## src/rtl/instruction_cache_pkg.sv

```systemverilog
// Shared definitions for the direct-mapped instruction cache: FSM encoding,
// line geometry and address-field positions.
package instruction_cache_pkg;

  typedef enum logic {
    IDLE   = 1'b0,
    REFILL = 1'b1
  } state_t;

  localparam int LINE_WORDS = 4;
  localparam int OFFSET_LSB = 2;
  localparam int INDEX_LSB  = 4;

  // Tag covers every address bit above the line index.
  function automatic int tag_width(input int index_width);
    return 32 - INDEX_LSB - index_width;
  endfunction

endpackage

```

## src/rtl/icache_line_array.sv

```systemverilog
// Valid/tag/data storage for the instruction cache: one asynchronous read
// port and one synchronous write port (word write, tag+valid set, valid clear).
module icache_line_array
  import instruction_cache_pkg::*;
#(
  parameter int INDEX_WIDTH = 4,
  parameter int TAG_WIDTH   = tag_width(INDEX_WIDTH)
) (
  input  logic                   clk,
  input  logic                   rst,
  input  logic [INDEX_WIDTH-1:0] rd_index,
  input  logic [1:0]             rd_offset,
  output logic                   rd_valid,
  output logic [TAG_WIDTH-1:0]   rd_tag,
  output logic [31:0]            rd_data,
  input  logic                   clr_en,
  input  logic [INDEX_WIDTH-1:0] clr_index,
  input  logic                   word_en,
  input  logic                   set_en,
  input  logic [INDEX_WIDTH-1:0] wr_index,
  input  logic [1:0]             wr_offset,
  input  logic [31:0]            wr_data,
  input  logic [TAG_WIDTH-1:0]   wr_tag
);

  localparam int LINES = 1 << INDEX_WIDTH;

  logic [LINES-1:0]     valid;
  logic [TAG_WIDTH-1:0] tags [LINES];
  logic [31:0]          data [LINES][LINE_WORDS];

  // Only the valid bits are reset; tag/data contents are don't-care until set.
  always_ff @(posedge clk or posedge rst) begin
    if (rst) begin
      valid <= '0;
    end else begin
      if (clr_en) valid[clr_index] <= 1'b0;
      if (set_en) valid[wr_index]  <= 1'b1;
    end
  end

  always_ff @(posedge clk) begin
    if (word_en) data[wr_index][wr_offset] <= wr_data;
    if (set_en)  tags[wr_index] <= wr_tag;
  end

  assign rd_valid = valid[rd_index];
  assign rd_tag   = tags[rd_index];
  assign rd_data  = data[rd_index][rd_offset];

endmodule

```

## src/rtl/instruction_cache.sv

```systemverilog
// Direct-mapped read-only instruction cache: combinational lookup for the
// fetch port, whole-line refill from memory over a word request/done handshake.
module instruction_cache
  import instruction_cache_pkg::*;
#(
  parameter int INDEX_WIDTH = 4
) (
  input  logic        clockIn,
  input  logic        resetIn,
  input  logic        readyIn,
  input  logic [31:0] fetchIn,
  output logic        hit,
  output logic [31:0] insOut,
  output logic        memReq,
  output logic [31:0] memAddr,
  input  logic        memDone,
  input  logic [31:0] memData,
  output state_t      state
);

  localparam int TAG_WIDTH  = tag_width(INDEX_WIDTH);
  localparam int TAG_LSB    = INDEX_LSB + INDEX_WIDTH;
  localparam int LINE_BITS  = 32 - INDEX_LSB;
  localparam logic [1:0] LAST_WORD = 2'(LINE_WORDS - 1);

  // Handshake: memReq/memAddr stay stable until the memory controller
  // returns memDone for one cycle with memData; each accepted word advances
  // memAddr by 4 on that same edge, and memReq drops after the fourth word.

  logic [INDEX_WIDTH-1:0] fetch_index;
  logic [TAG_WIDTH-1:0]   fetch_tag;
  logic [1:0]             fetch_offset;
  logic                   rd_valid;
  logic [TAG_WIDTH-1:0]   rd_tag;
  logic [31:0]            rd_data;

  state_t                 state_next;
  logic [1:0]             counter, counter_next;
  logic                   req_next;
  logic [31:0]            addr_next;
  logic [LINE_BITS-1:0]   base_line, base_next;
  logic                   clr_en, word_en, set_en;
  logic                   unused_bits;

  assign fetch_offset = fetchIn[OFFSET_LSB +: 2];
  assign fetch_index  = fetchIn[INDEX_LSB +: INDEX_WIDTH];
  assign fetch_tag    = fetchIn[31:TAG_LSB];
  assign unused_bits  = ^fetchIn[OFFSET_LSB-1:0];

  icache_line_array #(
    .INDEX_WIDTH(INDEX_WIDTH),
    .TAG_WIDTH  (TAG_WIDTH)
  ) u_lines (
    .clk      (clockIn),
    .rst      (resetIn),
    .rd_index (fetch_index),
    .rd_offset(fetch_offset),
    .rd_valid (rd_valid),
    .rd_tag   (rd_tag),
    .rd_data  (rd_data),
    .clr_en   (clr_en),
    .clr_index(fetch_index),
    .word_en  (word_en),
    .set_en   (set_en),
    .wr_index (base_line[INDEX_WIDTH-1:0]),
    .wr_offset(counter),
    .wr_data  (memData),
    .wr_tag   (base_line[LINE_BITS-1:INDEX_WIDTH])
  );

  // The line under refill stays invalid until its tag is written, so it
  // naturally misses while other lines keep hitting.
  assign hit    = rd_valid && (rd_tag == fetch_tag);
  assign insOut = hit ? rd_data : 32'h0;

  always_ff @(posedge clockIn or posedge resetIn) begin
    if (resetIn) begin
      state     <= IDLE;
      counter   <= 2'd0;
      memReq    <= 1'b0;
      memAddr   <= 32'h0;
      base_line <= '0;
    end else begin
      state     <= state_next;
      counter   <= counter_next;
      memReq    <= req_next;
      memAddr   <= addr_next;
      base_line <= base_next;
    end
  end

  always_comb begin
    state_next   = state;
    counter_next = counter;
    req_next     = memReq;
    addr_next    = memAddr;
    base_next    = base_line;
    clr_en       = 1'b0;
    word_en      = 1'b0;
    set_en       = 1'b0;
    if (readyIn) begin
      case (state)
        IDLE: begin
          if (!hit) begin
            base_next    = fetchIn[31:INDEX_LSB];
            addr_next    = {fetchIn[31:INDEX_LSB], {INDEX_LSB{1'b0}}};
            req_next     = 1'b1;
            counter_next = 2'd0;
            clr_en       = 1'b1;
            state_next   = REFILL;
          end
        end
        REFILL: begin
          // fetchIn is ignored here: the latched line always completes.
          if (memDone && memReq) begin
            word_en = 1'b1;
            if (counter == LAST_WORD) begin
              set_en     = 1'b1;
              req_next   = 1'b0;
              state_next = IDLE;
            end else begin
              counter_next = counter + 2'd1;
              addr_next    = memAddr + 32'd4;
            end
          end
        end
        default: state_next = IDLE;
      endcase
    end
  end

endmodule

```

## config.mk

```make
export PLATFORM = sky130hd
export DESIGN_NAME = instruction_cache
export DESIGN_NICKNAME = d
export VERILOG_FILES = /design/src/rtl/instruction_cache_pkg.sv /design/src/rtl/icache_line_array.sv /design/src/rtl/instruction_cache.sv
export SDC_FILE = /design/constraint.sdc
export NUM_CORES = 2
export LEC_CHECK = 0
export ABC_AREA = 1
export CAP_MARGIN = 20
export CORE_MARGIN = 2
export CORE_UTILIZATION = 50
export DETAILED_ROUTE_END_ITERATION = 8
export PLACE_DENSITY = 0.66
export SYNTH_ARGS = -nofsm -noshare
export SYNTH_HDL_FRONTEND = slang
export SYNTH_SLANG_ARGS = --single-unit
export TNS_END_PERCENT = 30
```

## constraint.sdc

```tcl
create_clock -name clockIn -period 6.1 [get_ports clockIn]
set_input_delay 1.22 -clock clockIn [delete_from_list [all_inputs] [get_ports clockIn]]
set_output_delay 1.22 -clock clockIn [all_outputs]
set_load 0.05 [all_outputs]
```

==> results by group <==
Route
  • Final wirelength: 292.8 mm
  • Number of DRC violations after detailed-routing iteration 0: 9483
  • Routed Antenna Nets: 0
  • First-pass iteration count of the detailed router: 6
  • Number of vias per cell after detailed routing: 6.353
  • Post-detailed-route wirelength per cell: approximately 29 µm
  • Vias after detailed routing: 64737
  • Drc violations: 0

Synth
  • Top cell types by occurrence after synthesis: sky130_fd_sc_hd__edfxtp_1, sky130_fd_sc_hd__nand2_1, sky130_fd_sc_hd__nor3_1
  • Largest family of logic cells by synthesized area: simple AND/OR/NAND/NOR gates
  • Yosys cell types: 43
  • Cell accounting for the most synthesized area: sky130_fd_sc_hd__edfxtp_1
  • Fraction of synthesized area in multiplexers: 0
  • Most frequently used flop master after synthesis: sky130_fd_sc_hd__edfxtp_1
  • Synth Area in Compound Gates: 0.08031
  • Most frequent cell after synthesis: sky130_fd_sc_hd__edfxtp_1
  • Post-synth EDFFs: 2432
  • Share of synthesized registers carrying an async set or reset: 0.03108
  • Fraction of synthesized cell area taken by the top area cell type: 0.7450
  • Sequential cell area fraction in the yosys report: 0.7649
  • Simple-gate share of the synthesized area: 0.1273
  • Post-synthesis instance area: 98030 µm²
  • Register bit total from synthesis: 2510
  • Fraction of the mapped netlist area in adder cells: 0.0006382
  • Top post-synthesis cells by area: sky130_fd_sc_hd__edfxtp_1, sky130_fd_sc_hd__nor3_1, sky130_fd_sc_hd__nand2_1
  • Warnings, synthesis: 0
  • Xor and xnor area share after synthesis: 0.001162
  • Cells after synthesis: 7176
  • Syn Area/Cell: 13.66 µm²

Global routing
  • Antenna violations before repair: 13
  • All-Layer GR Usage: 0.2882
  • Vias in the first global route: 60351
  • First-pass GRT wire length: 419.7 mm
  • GRT overflow: 0
  • Largest net degree at the start of global routing: 132

Clocking
  • Clock network latency to the later pin of the worst-skew pair: around 0.90 ns
  • Clock transition at the register clock pins on the worst setup and hold paths after CTS: 0.07 ns
  • Deepest clock path buffer count: 3
  • Number of hold buffers added after CTS: 0
  • Clock tree root driver cell: sky130_fd_sc_hd__clkbuf_16
  • Sinks on the clock net: 2510
  • Maximum level of the CTS H-tree: 4
  • CTS tree: yes
  • Clock buffer count from CTS: 237

Power
  • Net switching power figure: 7.869 mW
  • Logic gate share of total power: 0.053
  • Total power: ~35 mW
  • Sw frac: 0.2225
  • P_leak: 38.08 nW
  • Internal power of the cells: roughly 28 mW
  • Share of total power in the clock network: 0.413
  • Power share of the sequential group: 0.534
  • PD cells: 312.9 nW/µm²
  • Worst VDD drop: 0.3250 mV

Floorplanning
  • Die Ht: 446.8 µm
  • Ports placed on the boundary: between 100 and 150
  • Width of the die: 446.8 µm
  • Starting Density: 0.5032
  • Core ar.: 194800 µm²
  • Floorplan row count: 162
  • Total Die Area: 199600 µm²

Worst setup path
  • Ordered cell list for the critical path: clkdlybuf4s50_1 -> inv_1 -> nor2_4 -> buf_4 -> nand2_1 -> nand2_1 -> nor2_1 -> nand2_1 -> o21ai_0 -> nor3b_1 -> nand2_1 -> nor2_1 -> nand2_2 -> buf_4 -> nor3_1 -> buf_12
  • Length in cells of the worst reg-to-reg path: 18
  • Worst-path fanout max: 33
  • Slowest cell on the critical path: sky130_fd_sc_hd__clkdlybuf4s50_1
  • Slack of the worst reg-to-reg path: 2.44 ns
  • WP data required: 4.88 ns
  • Arrival time of data at the critical path endpoint: ~4.7 ns
  • Startpoint of the lowest-slack register-to-register path: u_lines.tags[5][5]
  • Most frequent cell on the critical path: sky130_fd_sc_hd__nand2_1
  • Endpoint class of the critical path: output port
  • Capturing instance or port of the critical path: insOut[9]
  • Endpoint of the most critical register-to-register path: memAddr[12]
  • Critical path startpoint: fetchIn[6]
  • Startpoint type of the worst setup path: input port
  • Critical path start-end classification: in2out
  • Max stage delay on crit path: 0.74 ns

Timing
  • PnR worst setup slack: 0.1803 ns
  • Highest clock rate: 168.9 MHz
  • Worst slew margin relative to its limit: 0.2842
  • Final critical delay including setup and external delays: 5.920 ns
  • Total negative slack for setup checks: 0 ns
  • Final setup violating endpoints: 0
  • Final worst path period share: 0.9704
  • Actual slew at the worst max-slew pin: 1.074 ns
  • Hold Fails Final Rpt: 0
  • Final Max Slew Viols: 0
  • Largest clock skew in the final design: 0.04932 ns
  • RSZ-0062 raised after global routing: false

Placement
  • I/O Buffers: 130
  • Placement-stage worst setup slack: -0.04839 ns
  • Sum of net half-perimeters after detailed placement: about 160 mm
  • Final GP Congestion: 0.8958

Final layout
  • Area growth, synth to finish: 15.32%
  • Post-layout net count: 7431
  • Fraction of layout cells with a size suffix above 1: 0.1111

Flow run
  • Max-cap violation count: 0

Min path
  • Kind of path behind the tightest hold check: reg2reg

Outcome
  • Result of the run: completed
-- cells by family after synthesis --
logic type                 after synthesis
adders and majority gates                5
buffers and inverters                  618
DFF                                   2510
other                                    1
AOI/OAI and AO/OA                     1170
and+or+nand+nor                       2859
xor gates and xnor gates                13
-- per-layer routing --
layer	part of all wire	GRT usage	vias up
met5	0.00022	0.001709	-
met4	0.041	0.1108	4
met3	0.12	0.05713	674
met2	0.46	0.4451	4200
met1	0.38	0.4057	32097
li1	-	-	27762
-- worst min path at each step --
stage          depth (start not counted)                 to         startpoint
5_1_grt                                2   u_lines.valid[3]   u_lines.valid[3]
6_report                               2  u_lines.valid[11]  u_lines.valid[11]
3_5_place_dp                           2  u_lines.valid[11]  u_lines.valid[11]
2_1_floorplan                          2  u_lines.valid[11]  u_lines.valid[11]
4_1_cts                                2  u_lines.valid[11]  u_lines.valid[11]
3_3_place_gp                           2   u_lines.valid[3]   u_lines.valid[3]
-- flip-flops by register name, indices dropped and copies added, names as in the netlist --
signal	count
base_line	28
counter	2
memAddr	30
memReq	1
state	1
u_lines.data	2048
u_lines.tags	384
u_lines.valid	16
-- layout by cell type (no fill, tap or decap), types with 8 or more instances in the layout --
cell                              instances
sky130_fd_sc_hd__a21boi_0                14
sky130_fd_sc_hd__a21oi_1                 38
sky130_fd_sc_hd__a221oi_1                41
sky130_fd_sc_hd__buf_12                 148
sky130_fd_sc_hd__buf_2                   33
sky130_fd_sc_hd__buf_4                  206
sky130_fd_sc_hd__bufinv_16               20
sky130_fd_sc_hd__clkbuf_1                42
sky130_fd_sc_hd__clkbuf_16              237
sky130_fd_sc_hd__clkbuf_8                10
sky130_fd_sc_hd__clkdlybuf4s50_1         61
sky130_fd_sc_hd__clkinv_1                65
sky130_fd_sc_hd__clkinv_16               10
sky130_fd_sc_hd__clkinv_2                47
sky130_fd_sc_hd__dfrtp_1                 78
sky130_fd_sc_hd__edfxtp_1              2432
sky130_fd_sc_hd__inv_1                   97
sky130_fd_sc_hd__nand2_1               1099
sky130_fd_sc_hd__nand3_1                169
sky130_fd_sc_hd__nand3b_1                17
sky130_fd_sc_hd__nand4_1                 41
sky130_fd_sc_hd__nor2_1                 387
sky130_fd_sc_hd__nor2_4                  84
sky130_fd_sc_hd__nor3_1                1035
sky130_fd_sc_hd__o2111ai_1               44
sky130_fd_sc_hd__o211ai_1                27
sky130_fd_sc_hd__o21ai_0                221
sky130_fd_sc_hd__o21ai_1                  8
sky130_fd_sc_hd__o221ai_1               145
sky130_fd_sc_hd__o22ai_1                423
sky130_fd_sc_hd__o31ai_1                196
-- through the flow --
step | utilization | hold slack, ns | instances | area [µm²]
floorplan | - | 0.4658 | 7177 | 98030
global placement | 0.5374 | 0.4784 | 9714 | 104700
detailed placement | 0.5374 | 0.4857 | 9714 | 104700
CTS | 0.5772 | 0.5032 | 10157 | 112400
global route | 0.5803 | 0.5367 | 10188 | 113000
finish | 0.5803 | 0.5030 | 10190 | 113000
-- what timing repair did --
action	in CTS	in global routing
resized for setup	1	0
setup buffers	0	0
setup endpoints to repair	1	0
-- worst max-delay path, delay by kind of cell --
kind            cells  cell delay [ns]
buf+inv             5             1.73
simple gates       10             1.58
compound gates      1             0.10
-- final cells by class --
class,count,area [µm²]
multi-input combinational,4049,21210
fill,14810,81750
clock buffer,289,6226
timing repair buffer,452,5370
antenna,4,10.01
tap,2624,3283
clock inverter,154,1526
sequential,2510,74980
inverter,108,429.2
-- power by group through the flow --
stage / sequential, mW / clock, mW / combinational [mW]
6_report: 18.9 / 14.6 / 1.88
2_1_floorplan: 19.3 / 0 / 0.842
5_1_grt: 18.9 / 15.4 / 1.97
3_3_place_gp: 19.2 / 0 / 1.76
3_5_place_dp: 19.3 / 0 / 1.78
4_1_cts: 18.9 / 14.7 / 1.79
Note: power is estimated with default switching activity, not from simulation.
